===== src/rtl/branch_target_stage_pkg.sv =====
// branch_target_stage_pkg: shared constants, payload layout and offset helper for the branch-target pipeline
package branch_target_stage_pkg;

  localparam int IMM_W       = 24;
  localparam int PC_AHEAD    = 8;
  localparam int LINK_OFFSET = 4;
  localparam int BT_PC_W     = 32;
  localparam int BT_TAG_W    = 4;

  // In S1 the target field carries pc+PC_AHEAD; S2 replaces it with the final target.
  typedef struct packed {
    logic [BT_PC_W-1:0]  target;
    logic [BT_PC_W-1:0]  off;
    logic [BT_PC_W-1:0]  link_addr;
    logic                link;
    logic [BT_TAG_W-1:0] tag;
    logic                fault;
  } bt_payload_t;

  // Word offset: shift left by 2, then sign-extend from bit 25 up to the PC width.
  function automatic logic [BT_PC_W-1:0] sext_branch_off(input logic [IMM_W-1:0] imm);
    return {{(BT_PC_W-IMM_W-2){imm[IMM_W-1]}}, imm, 2'b00};
  endfunction

endpackage


===== src/rtl/branch_target_stage_bt_pipe_slot.sv =====
// bt_pipe_slot: one valid/payload pipeline register with advance, flush and synchronous active-low reset
module bt_pipe_slot #(
  parameter int W = 1
) (
  input  logic         clk,
  input  logic         reset_n,
  input  logic         flush,
  input  logic         adv,
  input  logic         in_valid,
  input  logic [W-1:0] in_data,
  output logic         valid,
  output logic [W-1:0] data
);

  // Load on advance; payload only moves when a valid entry arrives so a drained slot keeps its old data.
  always_ff @(posedge clk) begin
    if (!reset_n) begin
      valid <= 1'b0;
      data  <= '0;
    end else if (flush) begin
      valid <= 1'b0;
    end else if (adv) begin
      valid <= in_valid;
      if (in_valid) data <= in_data;
    end
  end

endmodule


===== src/rtl/branch_target_stage.sv =====
// branch_target_stage: two-stage ARM branch-target / BL link-address generator with valid/ready flow control
module branch_target_stage #(
  parameter int PC_W     = branch_target_stage_pkg::BT_PC_W,
  parameter int TAG_W    = branch_target_stage_pkg::BT_TAG_W,
  parameter int PC_AHEAD = branch_target_stage_pkg::PC_AHEAD
) (
  input  logic             clk,
  input  logic             reset_n,
  input  logic             flush,
  input  logic             in_valid,
  output logic             in_ready,
  input  logic [PC_W-1:0]  in_pc,
  input  logic [23:0]      in_imm24,
  input  logic             in_link,
  input  logic [TAG_W-1:0] in_tag,
  output logic             out_valid,
  input  logic             out_ready,
  output logic [PC_W-1:0]  out_target,
  output logic [PC_W-1:0]  out_link_addr,
  output logic             out_link,
  output logic [TAG_W-1:0] out_tag,
  output logic             out_fault,
  output logic [1:0]       occupancy
);
  import branch_target_stage_pkg::*;

  bt_payload_t s1_in, s1_q, s2_in, s2_q;
  logic s1_valid, s2_valid, s1_adv, s2_adv;

  // Flow control plus per-stage payload formation: S1 does the cheap adds, S2 the full-width target add.
  always_comb begin
    s2_adv          = !s2_valid || out_ready;
    s1_adv          = !s1_valid || s2_adv;
    in_ready        = s1_adv && !flush;
    s1_in.target    = in_pc + PC_W'(PC_AHEAD);
    s1_in.off       = sext_branch_off(in_imm24);
    s1_in.link_addr = in_pc + PC_W'(LINK_OFFSET);
    s1_in.link      = in_link;
    s1_in.tag       = in_tag;
    s1_in.fault     = |in_pc[1:0];
    s2_in           = s1_q;
    s2_in.target    = s1_q.target + s1_q.off;
  end

  bt_pipe_slot #(.W($bits(bt_payload_t))) u_s1 (
    .clk      (clk),
    .reset_n  (reset_n),
    .flush    (flush),
    .adv      (s1_adv),
    .in_valid (in_valid),
    .in_data  (s1_in),
    .valid    (s1_valid),
    .data     (s1_q)
  );

  bt_pipe_slot #(.W($bits(bt_payload_t))) u_s2 (
    .clk      (clk),
    .reset_n  (reset_n),
    .flush    (flush),
    .adv      (s2_adv),
    .in_valid (s1_valid),
    .in_data  (s2_in),
    .valid    (s2_valid),
    .data     (s2_q)
  );

  assign out_valid     = s2_valid;
  assign out_target    = s2_q.target;
  assign out_link_addr = s2_q.link_addr;
  assign out_link      = s2_q.link;
  assign out_tag       = s2_q.tag;
  assign out_fault     = s2_q.fault;
  assign occupancy     = 2'(s1_valid) + 2'(s2_valid);

endmodule

===== config.mk =====
export PLATFORM = sky130hd
export DESIGN_NAME = branch_target_stage
export DESIGN_NICKNAME = d
export VERILOG_FILES = /design/src/rtl/branch_target_stage_pkg.sv /design/src/rtl/branch_target_stage_bt_pipe_slot.sv /design/src/rtl/branch_target_stage.sv
export SDC_FILE = /design/constraint.sdc
export NUM_CORES = 1
export LEC_CHECK = 0
export CAP_MARGIN = 10
export CORE_MARGIN = 4
export CORE_UTILIZATION = 25
export DETAILED_ROUTE_END_ITERATION = 8
export HOLD_SLACK_MARGIN = 0.1
export PLACE_DENSITY = 0.42
export SLEW_MARGIN = 20
export SYNTH_ARGS = -nofsm -noshare
export SYNTH_HDL_FRONTEND = slang
export SYNTH_SLANG_ARGS = --single-unit
export TNS_END_PERCENT = 30

===== constraint.sdc =====
create_clock -name clk -period 2.8 [get_ports clk]
set_input_delay 0.56 -clock clk [delete_from_list [all_inputs] [get_ports clk]]
set_output_delay 0.56 -clock clk [all_outputs]
set_load 0.1 [all_outputs]

==> reports/qor.txt <==
GR Util All Layers -> 0.148
final global-route overflow total -> 0
total power -> 5.54 mW
I/O Buffers -> 139
First-pass DRT Iterations -> 4
final antenna-violating net count -> 0
post-synthesis area per instance -> 7.96 um^2
Worst Path Required -> 3.12 ns
measured slew at the worst slew-check pin -> 0.517 ns
status -> complete, but fails checks
Post-Syn Area -> 7930 um^2
R2R Path Start -> u_s1.data[72]
Iter 0 DRT Violations -> 364
Final GP Congestion -> 0.815
first-pass GRT wire length -> 40.1 mm
Root Driver -> clkbuf_16
syn_nets -> 1094
endpoints failing hold -> 0
Initial Utilization -> 0.256
CTS Buf Count -> 17
worst hold path depth -> 2
die height -> 186 um
CP endpoint kind -> flop
P&R area growth vs syn -> 35.1%
Pwr Density -> 518 nW/um^2
register area share after synthesis -> 0.409
vias in the first global route -> 7196
hold_sp -> u_s2.data[93]
DRC Markers -> 0
Die Area -> 34600 um^2
largest family of logic cells by synthesized area -> simple AND/OR/NAND/NOR gates
async set or reset register ratio after synthesis -> 0
synth unique cells -> 60
I/O Pins -> 140
RSZ-0062 raised after global routing -> yes
DP Area -> 10000 um^2
share of the synthesized area in the top cell type -> 0.409
Routed WL -> 25.5 mm
XOR/XNOR Fraction of Synth Area -> 0.0796
FMAX -> 356 MHz
Clock Skews -> 0.00925 ns
R2R depth -> 12
Place WS -> -0.237 ns
Tmin final -> 2.81 ns
crit path from -> u_s1.data[72]
max-cap violation count -> 0
Simple-Gate Fraction of Synth Area -> 0.230
period utilization -> 1.00
row cnt -> 64
Final #Nets -> 1267
most instantiated cells after synthesis -> nand2_1 (220), dfxtp_1 (162), a21oi_1 (118), nor2_1 (88), a211oi_1 (53)
vias per std cell -> 4.62
HP Class -> flop to flop
Crit Path Max Fanout -> 2
Worst VDD drop -> 0.364 mV
leakage power total -> 4.09 nW
Worst-path clk slew -> 0.07 ns
Synth Area in Adders -> 0.0530
Worst slew margin -> 0.654
clock tree from TritonCTS -> done
H-tree levels -> 4
share of layout cells above drive strength 1 -> 0.184
post-synthesis compound-gate area fraction -> 0.187
initial antenna violation count -> 0
dominant synthesized flop cell -> dfxtp_1
Final WS setup -> -0.00751 ns
largest net degree at the start of global routing -> 109
Crit Path Class -> flop to flop
core box area -> 30900 um^2
CTS max path bufs -> 2
post-synthesis mux area share -> 0.00268
area leader, netlist -> dfxtp_1
setup tns final -> -0.00751 ns
final slew viol count -> 0
Synth Warn # -> 0
count leader, synth -> nand2_1
final-report setup violation count -> 1
WL per Instance -> 16.2 um
worst skew pair latency -> 0.43 ns
hpwl dp -> 19.2 mm
Synth Register Bits -> 162
failing checks -> setup timing
CP arrival -> 3.13 ns
die width -> 186 um
synth top area cells -> dfxtp_1 (41%), nand2_1 (10%), a21oi_1 (7.5%)
Worst setup SP type -> flop
CTS Hold Bufs -> 0
Post-Syn Instances -> 995
n_diodes -> 0
vias post-DR -> 7288
number of synthesized flops with an enable pin -> 0
post-route cell area -> 10700 um^2
TritonCTS Sinks -> 162
[cells by family after synthesis]
kind of cell,Yosys count
simple gates,412
mux,2
flops,162
compound gates,237
fa+ha+maj,33
xor+xnor,72
buf+inv,77
[sequential cells by signal, summed over array words and instances, names as in the netlist]
signal      cells
u_s1.data      92
u_s1.valid      1
u_s2.data      68
u_s2.valid      1
[report_power, final]
part	total, mW	switching [mW]	internal, mW
clock	2.27	1.04	1.22
sequential	2.46	0.0652	2.40
combinational	0.814	0.486	0.328
total	5.54	1.60	3.95
[layout by cell type (no fill, tap or decap), types with 6 or more instances in the layout]
master	synthesis	layout
or3_1	11	11
clkdlybuf4s50_1	0	65
a311oi_1	6	6
nand2_1	220	220
a21o_1	10	10
nor2_1	88	88
xnor2_1	34	34
nand4b_1	6	6
a211oi_1	53	52
clkbuf_16	0	17
buf_12	0	6
and3_1	7	7
o21ai_0	18	18
xor2_1	38	38
ha_1	32	30
dfxtp_1	162	159
nor2b_1	7	7
buf_4	2	149
inv_1	11	9
nand3_1	35	35
a21oi_1	118	115
nand4_1	9	9
[final timing paths]
check / endpoint / slack (ns)
worst max-delay path: u_s2.data[100] / -0.008
worst min-delay path: u_s2.data[93] / 0.45
worst max register to register: u_s2.data[100] / -0.008
worst min register to register: u_s2.data[93] / 0.45
[metal layers]
metal | GRT usage | wire [um] | vias up
met5 | 0 | 0 | -
met4 | 0.0254 | 139 | 0
met3 | 0.0278 | 1010 | 10
met2 | 0.235 | 11400 | 144
met1 | 0.213 | 13000 | 3339
li1 | - | - | 3795
[cell type report]
class	instances	area, um^2
clock buffer	20	467
clock inverter	12	97.6
fill	3282	20200
inverter	11	43.8
multi-input combinational	756	4460
sequential	162	3250
tap	396	495
timing repair buffer	220	1890
[per-stage QoR]
step | utilization | cells | hold slack (ns)
2_1_floorplan | - | 995 | 0.429
3_3_place_gp | 0.325 | 1541 | 0.442
3_5_place_dp | 0.325 | 1541 | 0.448
4_1_cts | 0.345 | 1575 | 0.457
5_1_grt | 0.346 | 1577 | 0.470
6_report | 0.346 | 1577 | 0.451
[critical path: stages (launching register included)]
cell	delay [ns]
dfxtp_2	0.35
ha_4	0.14
inv_2	0.03
fa_2	0.38
nor2b_4	0.12
o2111a_2	0.26
o21bai_4	0.06
a211o_1	0.30
a211oi_4	0.27
o311ai_2	0.15
a2111oi_4	0.33
o21ai_1	0.09
a41o_1	0.22
[repair_timing]
item | in CTS | in global routing
setup endpoints to repair | 2 | 8
pin swaps | 12 | 2
resized for setup | 10 | 5
setup buffers | 2 | 2
No activity file was read; power rests on OpenSTA's default activity.
